## config.mk

```make
export PLATFORM = sky130hd
export DESIGN_NAME = avg_uart_tx
export DESIGN_NICKNAME = d
export VERILOG_FILES = /design/src/rtl/dsp_pkg.sv /design/src/rtl/uart_tx_byte.sv /design/src/rtl/avg_uart_tx.sv
export SDC_FILE = /design/constraint.sdc
export NUM_CORES = 1
export LEC_CHECK = 0
export CAP_MARGIN = 20
export CORE_ASPECT_RATIO = 1.75
export CORE_MARGIN = 2
export CORE_UTILIZATION = 30
export CTS_BUF_LIST = sky130_fd_sc_hd__clkbuf_4
export DETAILED_ROUTE_END_ITERATION = 6
export PLACE_DENSITY = 0.52
export SLEW_MARGIN = 0
export SYNTH_ARGS = -nofsm -noshare
export SYNTH_HDL_FRONTEND = slang
export SYNTH_SLANG_ARGS = --single-unit
```

## constraint.sdc

```tcl
create_clock -name clk -period 4.1 [get_ports clk]
set_clock_uncertainty 0.2 [all_clocks]
set_input_delay 0.82 -clock clk [delete_from_list [all_inputs] [get_ports clk]]
set_output_delay 0.82 -clock clk [all_outputs]
set_load 0.02 [all_outputs]
```

## src/rtl/dsp_pkg.sv

```systemverilog
// Shared definitions for the DSP output chain: frame constants, the serializer
// state encoding and the frame byte selector.
package dsp_pkg;

   localparam logic [7:0] FRAME_HDR   = 8'hA5;
   localparam int         FRAME_BYTES = 4;

   typedef enum logic [1:0] {
      IDLE,
      START,
      DATA,
      STOP
   } state_e;

   // Byte idx of the frame for a zero-extended 16-bit sample: HDR, HI, LO, HI^LO.
   function automatic logic [7:0] frame_byte(input logic [15:0] sample, input logic [1:0] idx);
      logic [7:0] hi;
      logic [7:0] lo;
      hi = sample[15:8];
      lo = sample[7:0];
      case (idx)
         2'd0:    return FRAME_HDR;
         2'd1:    return hi;
         2'd2:    return lo;
         default: return hi ^ lo;
      endcase
   endfunction

endpackage

```

## src/rtl/uart_tx_byte.sv

```systemverilog
// 8N1 byte serializer. A load while idle, or on the final stop-bit cycle,
// starts the next start bit on the following cycle so bytes run back to back.
module uart_tx_byte
   import dsp_pkg::*;
#(
   parameter int clk_per_bit = 868
) (
   input  logic       clk,
   input  logic       rst_n,
   input  logic       i_load,
   input  logic [7:0] i_byte,
   output logic       o_tx,
   output logic       o_done
);

   localparam int                BAUD_W    = (clk_per_bit > 1) ? $clog2(clk_per_bit) : 1;
   localparam logic [BAUD_W-1:0] BAUD_LAST = BAUD_W'(clk_per_bit - 1);

   state_e            r_state;
   state_e            w_state_nxt;
   logic [BAUD_W-1:0] r_baud;
   logic [2:0]        r_bit;
   logic [7:0]        r_shift;
   logic              r_tx;
   logic              w_tx_nxt;
   logic              w_tick;
   logic              w_accept;

   assign w_tick   = (r_baud == BAUD_LAST);
   assign o_done   = (r_state == STOP) && w_tick;
   assign w_accept = i_load && ((r_state == IDLE) || o_done);
   assign o_tx     = r_tx;

   always_ff @(posedge clk or negedge rst_n) begin
      if (!rst_n) begin
         r_state <= IDLE;
         r_tx    <= 1'b1;
      end else begin
         r_state <= w_state_nxt;
         r_tx    <= w_tx_nxt;
      end
   end

   always_comb begin
      w_state_nxt = r_state;
      w_tx_nxt    = r_tx;
      case (r_state)
         IDLE: begin
            if (i_load) begin
               w_state_nxt = START;
               w_tx_nxt    = 1'b0;
            end
         end
         START: begin
            if (w_tick) begin
               w_state_nxt = DATA;
               w_tx_nxt    = r_shift[0];
            end
         end
         DATA: begin
            if (w_tick) begin
               if (r_bit == 3'd7) begin
                  w_state_nxt = STOP;
                  w_tx_nxt    = 1'b1;
               end else begin
                  w_tx_nxt    = r_shift[1];
               end
            end
         end
         STOP: begin
            if (w_tick) begin
               w_state_nxt = i_load ? START : IDLE;
               w_tx_nxt    = !i_load;
            end
         end
         default: begin
            w_state_nxt = IDLE;
            w_tx_nxt    = 1'b1;
         end
      endcase
   end

   // The baud counter is held at zero while idle so every byte starts on a bit boundary.
   always_ff @(posedge clk or negedge rst_n) begin
      if (!rst_n) begin
         r_baud <= '0;
         r_bit  <= '0;
      end else begin
         if (r_state == IDLE || w_tick) begin
            r_baud <= '0;
         end else begin
            r_baud <= r_baud + 1'b1;
         end
         if (r_state != DATA) begin
            r_bit <= '0;
         end else if (w_tick) begin
            r_bit <= r_bit + 3'd1;
         end
      end
   end

   always_ff @(posedge clk) begin
      if (w_accept) begin
         r_shift <= i_byte;
      end else if (r_state == DATA && w_tick) begin
         r_shift <= r_shift >> 1;
      end
   end

endmodule

```

## src/rtl/avg_uart_tx.sv

```systemverilog
// Frames each averaged sample as A5/HI/LO/CHK and sends it over an 8N1 line,
// with a one-entry holding register between sample arrival and the serializer.
module avg_uart_tx
   import dsp_pkg::*;
#(
   parameter int datlen      = 12,
   parameter int clk_per_bit = 868
) (
   input  logic              clk,
   input  logic              rst_n,
   input  logic [0:datlen-1] avg,
   input  logic              avg_valid,
   output logic              tx,
   output logic              busy,
   output logic              overrun
);

   localparam logic [1:0] LAST_IDX = 2'(FRAME_BYTES - 1);

   logic [15:0] w_avg16;
   logic [15:0] r_active;
   logic [15:0] r_hold;
   logic        r_hold_full;
   logic [1:0]  r_idx;
   logic        r_busy;
   logic        r_overrun;

   logic        w_done;
   logic        w_load;
   logic [7:0]  w_byte;
   logic        w_take_avg;
   logic        w_take_hold;
   logic        w_hold_wr;
   logic        w_hold_clr;
   logic        w_drop;
   logic [1:0]  w_idx_nxt;
   logic        w_busy_nxt;

   assign w_avg16 = 16'(avg);
   assign busy    = r_busy;
   assign overrun = r_overrun;

   uart_tx_byte #(
      .clk_per_bit(clk_per_bit)
   ) u_ser (
      .clk   (clk),
      .rst_n (rst_n),
      .i_load(w_load),
      .i_byte(w_byte),
      .o_tx  (tx),
      .o_done(w_done)
   );

   // At frame end the slot being vacated is free again, so an arrival in that
   // same cycle is never dropped: it either follows the held sample or starts directly.
   always_comb begin
      w_load      = 1'b0;
      w_byte      = FRAME_HDR;
      w_take_avg  = 1'b0;
      w_take_hold = 1'b0;
      w_hold_wr   = 1'b0;
      w_hold_clr  = 1'b0;
      w_drop      = 1'b0;
      w_idx_nxt   = r_idx;
      w_busy_nxt  = r_busy;
      if (w_done) begin
         if (r_idx != LAST_IDX) begin
            w_load    = 1'b1;
            w_byte    = frame_byte(r_active, r_idx + 2'd1);
            w_idx_nxt = r_idx + 2'd1;
            if (avg_valid) begin
               w_hold_wr = !r_hold_full;
               w_drop    = r_hold_full;
            end
         end else if (r_hold_full) begin
            w_load      = 1'b1;
            w_take_hold = 1'b1;
            w_idx_nxt   = '0;
            w_hold_wr   = avg_valid;
            w_hold_clr  = !avg_valid;
         end else if (avg_valid) begin
            w_load     = 1'b1;
            w_take_avg = 1'b1;
            w_idx_nxt  = '0;
         end else begin
            w_busy_nxt = 1'b0;
            w_idx_nxt  = '0;
         end
      end else if (avg_valid) begin
         if (!r_busy) begin
            w_load     = 1'b1;
            w_take_avg = 1'b1;
            w_idx_nxt  = '0;
            w_busy_nxt = 1'b1;
         end else if (!r_hold_full) begin
            w_hold_wr = 1'b1;
         end else begin
            w_drop    = 1'b1;
         end
      end
   end

   always_ff @(posedge clk or negedge rst_n) begin
      if (!rst_n) begin
         r_busy      <= 1'b0;
         r_idx       <= '0;
         r_hold_full <= 1'b0;
         r_overrun   <= 1'b0;
      end else begin
         r_busy    <= w_busy_nxt;
         r_idx     <= w_idx_nxt;
         r_overrun <= w_drop;
         if (w_hold_wr) begin
            r_hold_full <= 1'b1;
         end else if (w_hold_clr) begin
            r_hold_full <= 1'b0;
         end
      end
   end

   always_ff @(posedge clk) begin
      if (w_take_avg) begin
         r_active <= w_avg16;
      end else if (w_take_hold) begin
         r_active <= r_hold;
      end
      if (w_hold_wr) begin
         r_hold <= w_avg16;
      end
   end

endmodule

```

# After elaboration in Yosys (flattened, before gate mapping)
# Index checks and enable logic that the tools add are counted.
# totals
reg_bits,53
in_bits,15
output_inout_bits,3
word_cells,113
# op_classes
addsub,3
n_eq_ne,18
muxes,61
bitwise,1
reduce_logical,19
# op_table
operator,n
$mux 1,40
$mux 8,4
$mux 12,2
$pmux 8 s3,1
$mux 2,9
$ne 2x1->1 const B,6
$add 10x1->10 const B,1
$eq 10x10->1 const B,1
$mux 10,1
$ne 2x2->1 const B,5
$reduce_bool 2->1,5
$pmux 2 s4,1
$reduce_and 4->1,2
$xor 4x8->8,1
$eq 2x2->1 const B,3
$mux 3,2
$reduce_and 5->1,1
$eq 2x1->1 const B,2
$logic_not 2->1,2
$pmux 1 s4,1
$add 3x1->3 const B,1
$eq 3x3->1 const B,1
$logic_and 1x1->1,3
$logic_not 1->1,3
other kinds (3),4

# Depth between registers and ports, before layout
# Gate-level depths: netlist of run 1.
# depth
ltp_word,7
depth_mapped,9
depth_no_buf,8

# Cells and area by module
# Synthesis of run 1 repeated with hierarchy kept, for this count alone.
# unflattened
hier_cells,210
hier_area_um2,2687.6
# modules_own_cells
mod,instances,cells_each,area_per_inst_um2,seq_area_each_um2
avg_uart_tx,1,103,1432.6,845.8
uart_tx_byte,1,107,1255.0,641.9

# Worst setup path before layout of run 1
# OpenSTA, ideal clock, no wires.
# synth_path
path_type,flip-flop to flip-flop
from,register u_ser.r_baud[0]
to,"register r_hold[0], enable pin"
setup_ns,0.385
arrival_time_ns,2.211
required_ns,3.515
slack_ns,1.304
stages_incl_launch_ff,7
n_path_buf,0
period_less_slack_ns,2.796
path_cell_list,dfrtp_1 > ha_1 > and4bb_2 > nand4_2 > or2_2 > a21o_1 > a21oi_1
# synth_via
elab_chain_len,3
# synth_lines
item,line_no,source
from (decl),uart_tx_byte.sv:21,logic [BAUD_W-1:0] r_baud;
from (signal assigned),uart_tx_byte.sv:92,r_baud <= r_baud + 1'b1;
$eq 10x10->1,uart_tx_byte.sv:29,assign w_tick = (r_baud == BAUD_LAST);
$logic_and 1x1->1,uart_tx_byte.sv:30,assign o_done = (r_state == STOP) && w_tick;
$mux 1,avg_uart_tx.sv:66,if (w_done) begin
net w_hold_wr,avg_uart_tx.sv:33,logic w_hold_wr;
to (signal assigned),avg_uart_tx.sv:128,r_hold <= w_avg16;
to (decl),avg_uart_tx.sv:22,logic [15:0] r_hold;
# The timed path passes the listed nets, and every way through them passes these cells.
# A chain may end at the register's enable or synchronous reset.

# Final worst setup path of run 1
# layout_path
from,register u_ser.r_baud[0]
to,"register r_active[4], enable pin"
# layout_via
elab_chain_len,4
word_cells_on_any_way,5
cone_classes,eq/ne (1); mux (2); reduce/logical (2)
# layout_lines
item,line_no,source
$eq 10x10->1 (*),uart_tx_byte.sv:29,
$logic_and 1x1->1 (*),uart_tx_byte.sv:30,
$mux 1,avg_uart_tx.sv:66,
$reduce_bool 2->1 (no line) (*),--,
to (signal assigned),avg_uart_tx.sv:123,r_active <= w_avg16;
to (signal assigned),avg_uart_tx.sv:125,r_active <= r_hold;
to (decl),avg_uart_tx.sv:21,logic [15:0] r_active;
# Every way passes the cells marked *; elsewhere a longest branch is shown, timed or not.

==> run_results.csv, run 1 <==
group,metric,value,unit
run_status,status,"complete, no violations",
yosys,synth_top_family_by_area,"simple AND/OR/NAND/NOR gates",
cells_and_area,fin_area,2990,sq um
clock_network,cts_hold_buf,0,
yosys,synth-xor-area-share,0.0437,
route,drt-total-wl,4710,microns
route,via_count,1636,
yosys,ys_types,48,
yosys,yosys_warnings,0,
timing,final.setup.tns,0,ns
die,io_pins,18,
critical_path,cp-start-kind,"register",
placed_design,portBuffers,17,
yosys,synthMuxAreaShare,0.0634,
route,drc,0,
yosys,syn_area,2600,sq um
critical_path,crit_type,"register to register",
placed_design,dpl.hpwl,3570,microns
timing,final-max-slew-violation-count,0,
yosys,synthAdderAreaFrac,0.0625,
clock_network,cts.clk_slew.worst_paths,0.16,ns
yosys,synthSimpleGateAreaFrac,0.126,
clock_network,cts_num_sinks,53,
critical_path,reg2reg_setup_slack,1.18,ns
cells_and_area,final_common_cell,"edfxtp_1",
die,floorplan.initialDensity,0.304,
die,dieArea,9470,sq um
clock_network,cts_setup_buffers,0,
timing,max_slew_margin,0.338,
route,ant_nets,0,
pwr,irDropWorstVdd,0.266,mV
yosys,synthesis.nets,239,
critical_path,path_cells,"ha_1 -> and4bb_2 -> nand4_2 -> o21ai_2 -> nand2b_1",
route,wl_per_cell,13.3,microns
grt,grt_pass1_vias,1631,
placed_design,place.gp.congestion,0.782,
pwr,clockPowerShare,0.298,
timing,setup_violations,0,
clock_network,clock_path_buffers,2,
clock_network,cts-root-buf,"clkbuf_4",
critical_path,crit_slowest_cell,"o21ai_2",
timing,finalHoldViolCount,0,
grt,grt_pass1_wl,7670,microns
critical_path,path_max_fanout,13,
timing,worst_slew_pin_slew,0.983,ns
pwr,share_seq_of_total_power,0.647,
die,dieHeight,127,microns
worst_hold_path,hp-class,"register to register",
critical_path,critPathMaxStageDelay,0.61,ns
pwr,leakage,0.00112,uW
clock_network,tritoncts,"done",
placed_design,place_area,2920,sq um
critical_path,required,3.96,ns
yosys,syn_inst,211,
cells_and_area,fin_nets,262,
cells_and_area,final_cell_mix,"edfxtp_1 (32), dfrtp_1 (20), nand2_1 (18)",
route,via_per_inst,4.63,
yosys,synth.ff_latch_count,53,
clock_network,cts_buffers,5,
pwr,power.switching,216,uW
timing,fin_crit,2.92,ns
die,die_w,74.4,microns
die,core_region_area,8560,sq um
pwr,p_per_area,294,nW/um^2
yosys,syn_avg_cell_area,12.3,sq um
timing,rsz0062_at_grt,"no",
pwr,finalPower,879,uW
route,first_iter_violations,66,
die,rows,45,
pwr,internal_power,664,uW
yosys,synth_compound_area_frac,0.105,
timing,fmax,343,MHz
timing,finalCritPeriodShare,0.712,
clock_network,worstSkewPairLatency,0.40,ns
grt,grt_remaining_overflow,0,
grt,grt_use_total,0.107,
cells_and_area,syn_to_final_growth,14.8,%
critical_path,end_kind,"register",
critical_path,arrival,2.78,ns
route,first_pass_iters,6,
grt,antenna_found_initial,1,
pwr,swShare,0.245,
pwr,p_comb_frac,0.056,
job,maxCapViolations,0,
cells_and_area,fillCellCount,891,
yosys,synth.yosys.seq_area_share,0.571,
grt,grt_max_degree,22,
clock_network,htree_levels,2,
clock_network,cts-resized-gates,0,
cells_and_area,drive_gt1_frac,0.136,
[worst max-delay path, delay by kind of cell (launching register included)]
kind	cells	cell delay, ns
flip-flops	1	0.43
AO/OA/AOI/OAI	1	0.61
adder cells (fa/ha/maj)	1	0.21
AND/OR/NAND/NOR	3	1.12
[cell families (layout without fill, tap and decap cells)]
group | after synthesis | in the layout
AOI/OAI and AO/OA | 38 | 38
xor gates and xnor gates | 13 | 13
adders and majority gates | 13 | 13
buffers and inverters | 18 | 42
DFF | 53 | 53
muxes | 15 | 15
other | 0 | 1
and+or+nand+nor | 61 | 61
[power groups by stage]
stage | Combinational, uW | Sequential, uW | Clock, uW
global placement | 49.9 | 580 | 0
global route | 54.4 | 569 | 290
CTS | 50.3 | 569 | 274
finish | 48.8 | 569 | 262
detailed placement | 50.3 | 580 | 0
floorplan | 21.8 | 580 | 0
[per-layer routing]
| metal | GRT usage | vias up | share of wire |
|---|---|---|---|
| met3 | 0.0260 | 7 | 0.029 |
| met5 | 0 | - | 0 |
| met2 | 0.197 | 24 | 0.55 |
| met1 | 0.108 | 792 | 0.40 |
| met4 | 0.0536 | 0 | 0.025 |
| li1 | - | 813 | - |
[metrics by stage]
step                instances  hold slack (ns)  setup slack (ns)   util
floorplan                 211            0.255              1.30      -
global placement          344            0.280             0.942  0.342
detailed placement        344            0.278             0.863  0.342
CTS                       352            0.304              1.13  0.349
global route              353            0.333             0.924  0.349
finish                    353            0.297              1.18  0.349
[flip-flops by register name (all words and copies together) (netlist names)]
signal	flops
busy	1
overrun	1
r_active	12
r_hold	12
r_hold_full	1
r_idx	2
u_ser.o_tx	1
u_ser.r_baud	10
u_ser.r_bit	3
u_ser.r_shift	8
u_ser.r_state	2
[synth_stat cells (all sizes together)]
library cell | instances | area (sq um)
edfxtp | 32 | 961
dfrtp | 20 | 500
nand2 | 18 | 67.6
nor2 | 17 | 63.8
inv | 14 | 52.6
ha | 13 | 163
mux2 | 12 | 135
a21oi | 8 | 43.8
o21ai | 8 | 43.8
xnor2 | 8 | 70.1
nand3 | 6 | 42.5
a22o | 5 | 43.8
xor2 | 5 | 43.8
and3 | 4 | 25.0
a22oi | 3 | 22.5
buf | 3 | 16.3
mux2i | 3 | 30.0
nand4 | 3 | 25.0
a21o | 2 | 15.0
a221o | 2 | 20.0
a221oi | 2 | 17.5
and2 | 2 | 12.5
nand3b | 2 | 15.0
nor3 | 2 | 10.0
a21boi | 1 | 7.51
a222oi | 1 | 10.0
a31o | 1 | 8.76
a31oi | 1 | 6.26
and4 | 1 | 8.76
and4bb | 1 | 12.5
clkbuf | 1 | 3.75
dfstp | 1 | 26.3
nand2b | 1 | 6.26
nor2b | 1 | 6.26
nor3b | 1 | 18.8
o22a | 1 | 8.76
o31ai | 1 | 7.51
o32ai | 1 | 8.76
o41ai | 1 | 8.76
or2 | 1 | 6.26
or3b | 1 | 8.76
[path summary, 6_finish.rpt]
kind,endpoint,cells past startpoint,startpoint
max in group asynchronous,u_ser.r_bit[1],1,rst_n
hold / removal,u_ser.o_tx,2,u_ser.o_tx
setup reg to reg,r_active[4],5,u_ser.r_baud[0]
hold reg to reg,u_ser.o_tx,2,u_ser.o_tx
setup / recovery,r_active[4],5,u_ser.r_baud[0]
min in group asynchronous,r_hold_full,1,rst_n
[final cells by class]
class | count | area [sq um] | area share
Sequential cell | 53 | 1490 | 0.498
Multi-Input combinational cell | 140 | 1040 | 0.349
Timing Repair Buffer | 20 | 193 | 0.0645
Tap cell | 117 | 146 | 0.0490
Inverter | 14 | 52.6 | 0.0176
Clock buffer | 5 | 37.5 | 0.0126
Clock inverter | 3 | 26.3 | 0.00879
Antenna cell | 1 | 2.50 | 0.000837
Note: power is estimated with default switching activity, not from simulation.
==> run 2: changes to the inputs <==
clock period = 2.85 ns   (was 4.1 ns; I/O delays follow)
==> run_results.csv, run 2 (synthesis results as in run 1) <==
group,metric,value,unit
clock_network,cts_hold_buf,0,
clock_network,cts-root-buf,"clkbuf_4",
timing,worst_slew_pin_slew,0.635,ns
die,floorplan.initialDensity,0.304,
clock_network,cts_setup_buffers,0,
timing,rsz0062_at_grt,"no",
route,wl_per_cell,13.2,microns
timing,fin_crit,2.62,ns
cells_and_area,fin_nets,267,
cells_and_area,final_common_cell,"edfxtp_1",
timing,final.setup.tns,0,ns
timing,fmax,381,MHz
die,dieArea,9470,sq um
critical_path,arrival,2.55,ns
pwr,irDropWorstVdd,0.315,mV
grt,grt_remaining_overflow,0,
cells_and_area,layoutNonFillerInstCount,357,
timing,max_slew_margin,0.575,
cells_and_area,final_cell_mix,"edfxtp_1 (32), dfrtp_1 (20), nand2_1 (18)",
critical_path,reg2reg_depth,6,
timing,finalCritPeriodShare,0.921,
cells_and_area,largest_registers,"r_active: 12 flops, r_hold: 12 flops, u_ser.r_baud: 10 flops",
placed_design,dpl.hpwl,3640,microns
critical_path,required,2.78,ns
run_status,status,"complete, no violations",
route,drc,0,
critical_path,cp-startpoint,"u_ser.r_baud[0]",
critical_path,crit_type,"register to register",
clock_network,cts-resized-gates,0,
clock_network,tritoncts,"done",
grt,grt_pass1_wl,8140,microns
route,via_per_inst,4.64,
route,ant_nets,0,
placed_design,dp_cells,349,
route,first_iter_violations,60,
die,core_region_area,8560,sq um
die,dieHeight,127,microns
clock_network,htree_levels,2,
critical_path,path_max_fanout,13,
timing,final-max-slew-violation-count,0,
worst_hold_path,hp-class,"register to register",
die,io_pins,18,
cells_and_area,drive_gt1_frac,0.154,
timing,setup_slack,0.226,ns
pwr,leakage,0.00115,uW
pwr,p_per_area,411,nW/um^2
clock_network,cts.clk_slew.worst_paths,0.17,ns
die,die_w,74.4,microns
grt,grt_max_degree,19,
clock_network,worstSkewPairLatency,0.40,ns
cells_and_area,n_antenna_cell,0,
critical_path,crit_end,"r_active[2]",
critical_path,reg2reg_to,"r_active[2]",
placed_design,place.gp.congestion,0.833,
critical_path,end_kind,"register",
timing,setup_violations,0,
placed_design,place_area,2970,sq um
critical_path,reg2reg_setup_slack,0.23,ns
cells_and_area,fin_util,0.355,
clock_network,clock_path_buffers,2,
cells_and_area,syn_to_final_growth,16.6,%
grt,grt_use_total,0.114,
clock_network,cts_num_sinks,53,
placed_design,portBuffers,17,
clock_network,cts_buffers,5,
critical_path,cp-start-kind,"register",
critical_path,r2r_start,"u_ser.r_baud[0]",
route,first_pass_iters,4,
job,maxCapViolations,0,
grt,antenna_found_initial,0,
die,rows,45,
timing,finalHoldViolCount,0,
placed_design,dpl_worst_slack,0.154,ns
route,via_count,1655,
grt,grt_pass1_vias,1721,
route,drt-total-wl,4700,microns
cells_and_area,fin_area,3040,sq um
run 2: cell count changes in the layout (fill, tap and decap cells not counted):
cell        before  now
clkinvlp_4       0    1
clkinv_4         0    1
diode_2          1    0
buf_4            3    7
inv_6            3    1
buf_12           0    1
run 2: layout make-up:
cell class	instances	area, sq um
clock inverter	3	25.0
tap	117	146
sequential	53	1490
multi-input combinational	140	1040
clock buffer	5	37.5
timing repair buffer	25	243
fill	899	5520
inverter	14	52.6
run 2: how the worst min path moves through the flow:
stage	start	to	slack [ns]	cells past startpoint
floorplan	rst_n	busy	0.07	0
global placement	u_ser.r_baud[0]	u_ser.r_baud[0]	0.29	1
detailed placement	u_ser.o_tx	u_ser.o_tx	0.29	2
CTS	u_ser.r_baud[0]	u_ser.r_baud[0]	0.32	1
global route	u_ser.o_tx	u_ser.o_tx	0.33	2
finish	u_ser.o_tx	u_ser.o_tx	0.32	2
run 2: worst max-delay path, stage by stage, from the launching register on:
cell and delay [ns]:
dfrtp_1 0.44, ha_1 0.21, and4bb_2 0.33, nand4_2 0.20, o21ai_2 0.58, nand2b_1 0.24
buf_12 0.15
run 2: per-layer routing:
metal	global-route usage	share of wire	vias to the layer above
met3	0.0268	0.026	7
met2	0.212	0.56	24
li1	-	-	822
met5	0	0	-
met1	0.113	0.39	802
met4	0.0546	0.027	0
run 2: per-stage QoR:
| stage | hold WS [ns] | total power [uW] |
|---|---|---|
| 3_5_place_dp | 0.293 | 906 |
| 5_1_grt | 0.329 | 1300 |
| 2_1_floorplan | 0.0744 | 865 |
| 6_report | 0.316 | 1250 |
| 4_1_cts | 0.319 | 1270 |
| 3_3_place_gp | 0.291 | 905 |
run 2: power by group:
part	total (uW)	internal, uW	leakage (uW)	switching, uW
logic	70.5	35.7	0.000577	34.9
clock network	360	101	0.0000318	258
registers	818	813	0.000538	5.01
total	1250	950	0.00115	298
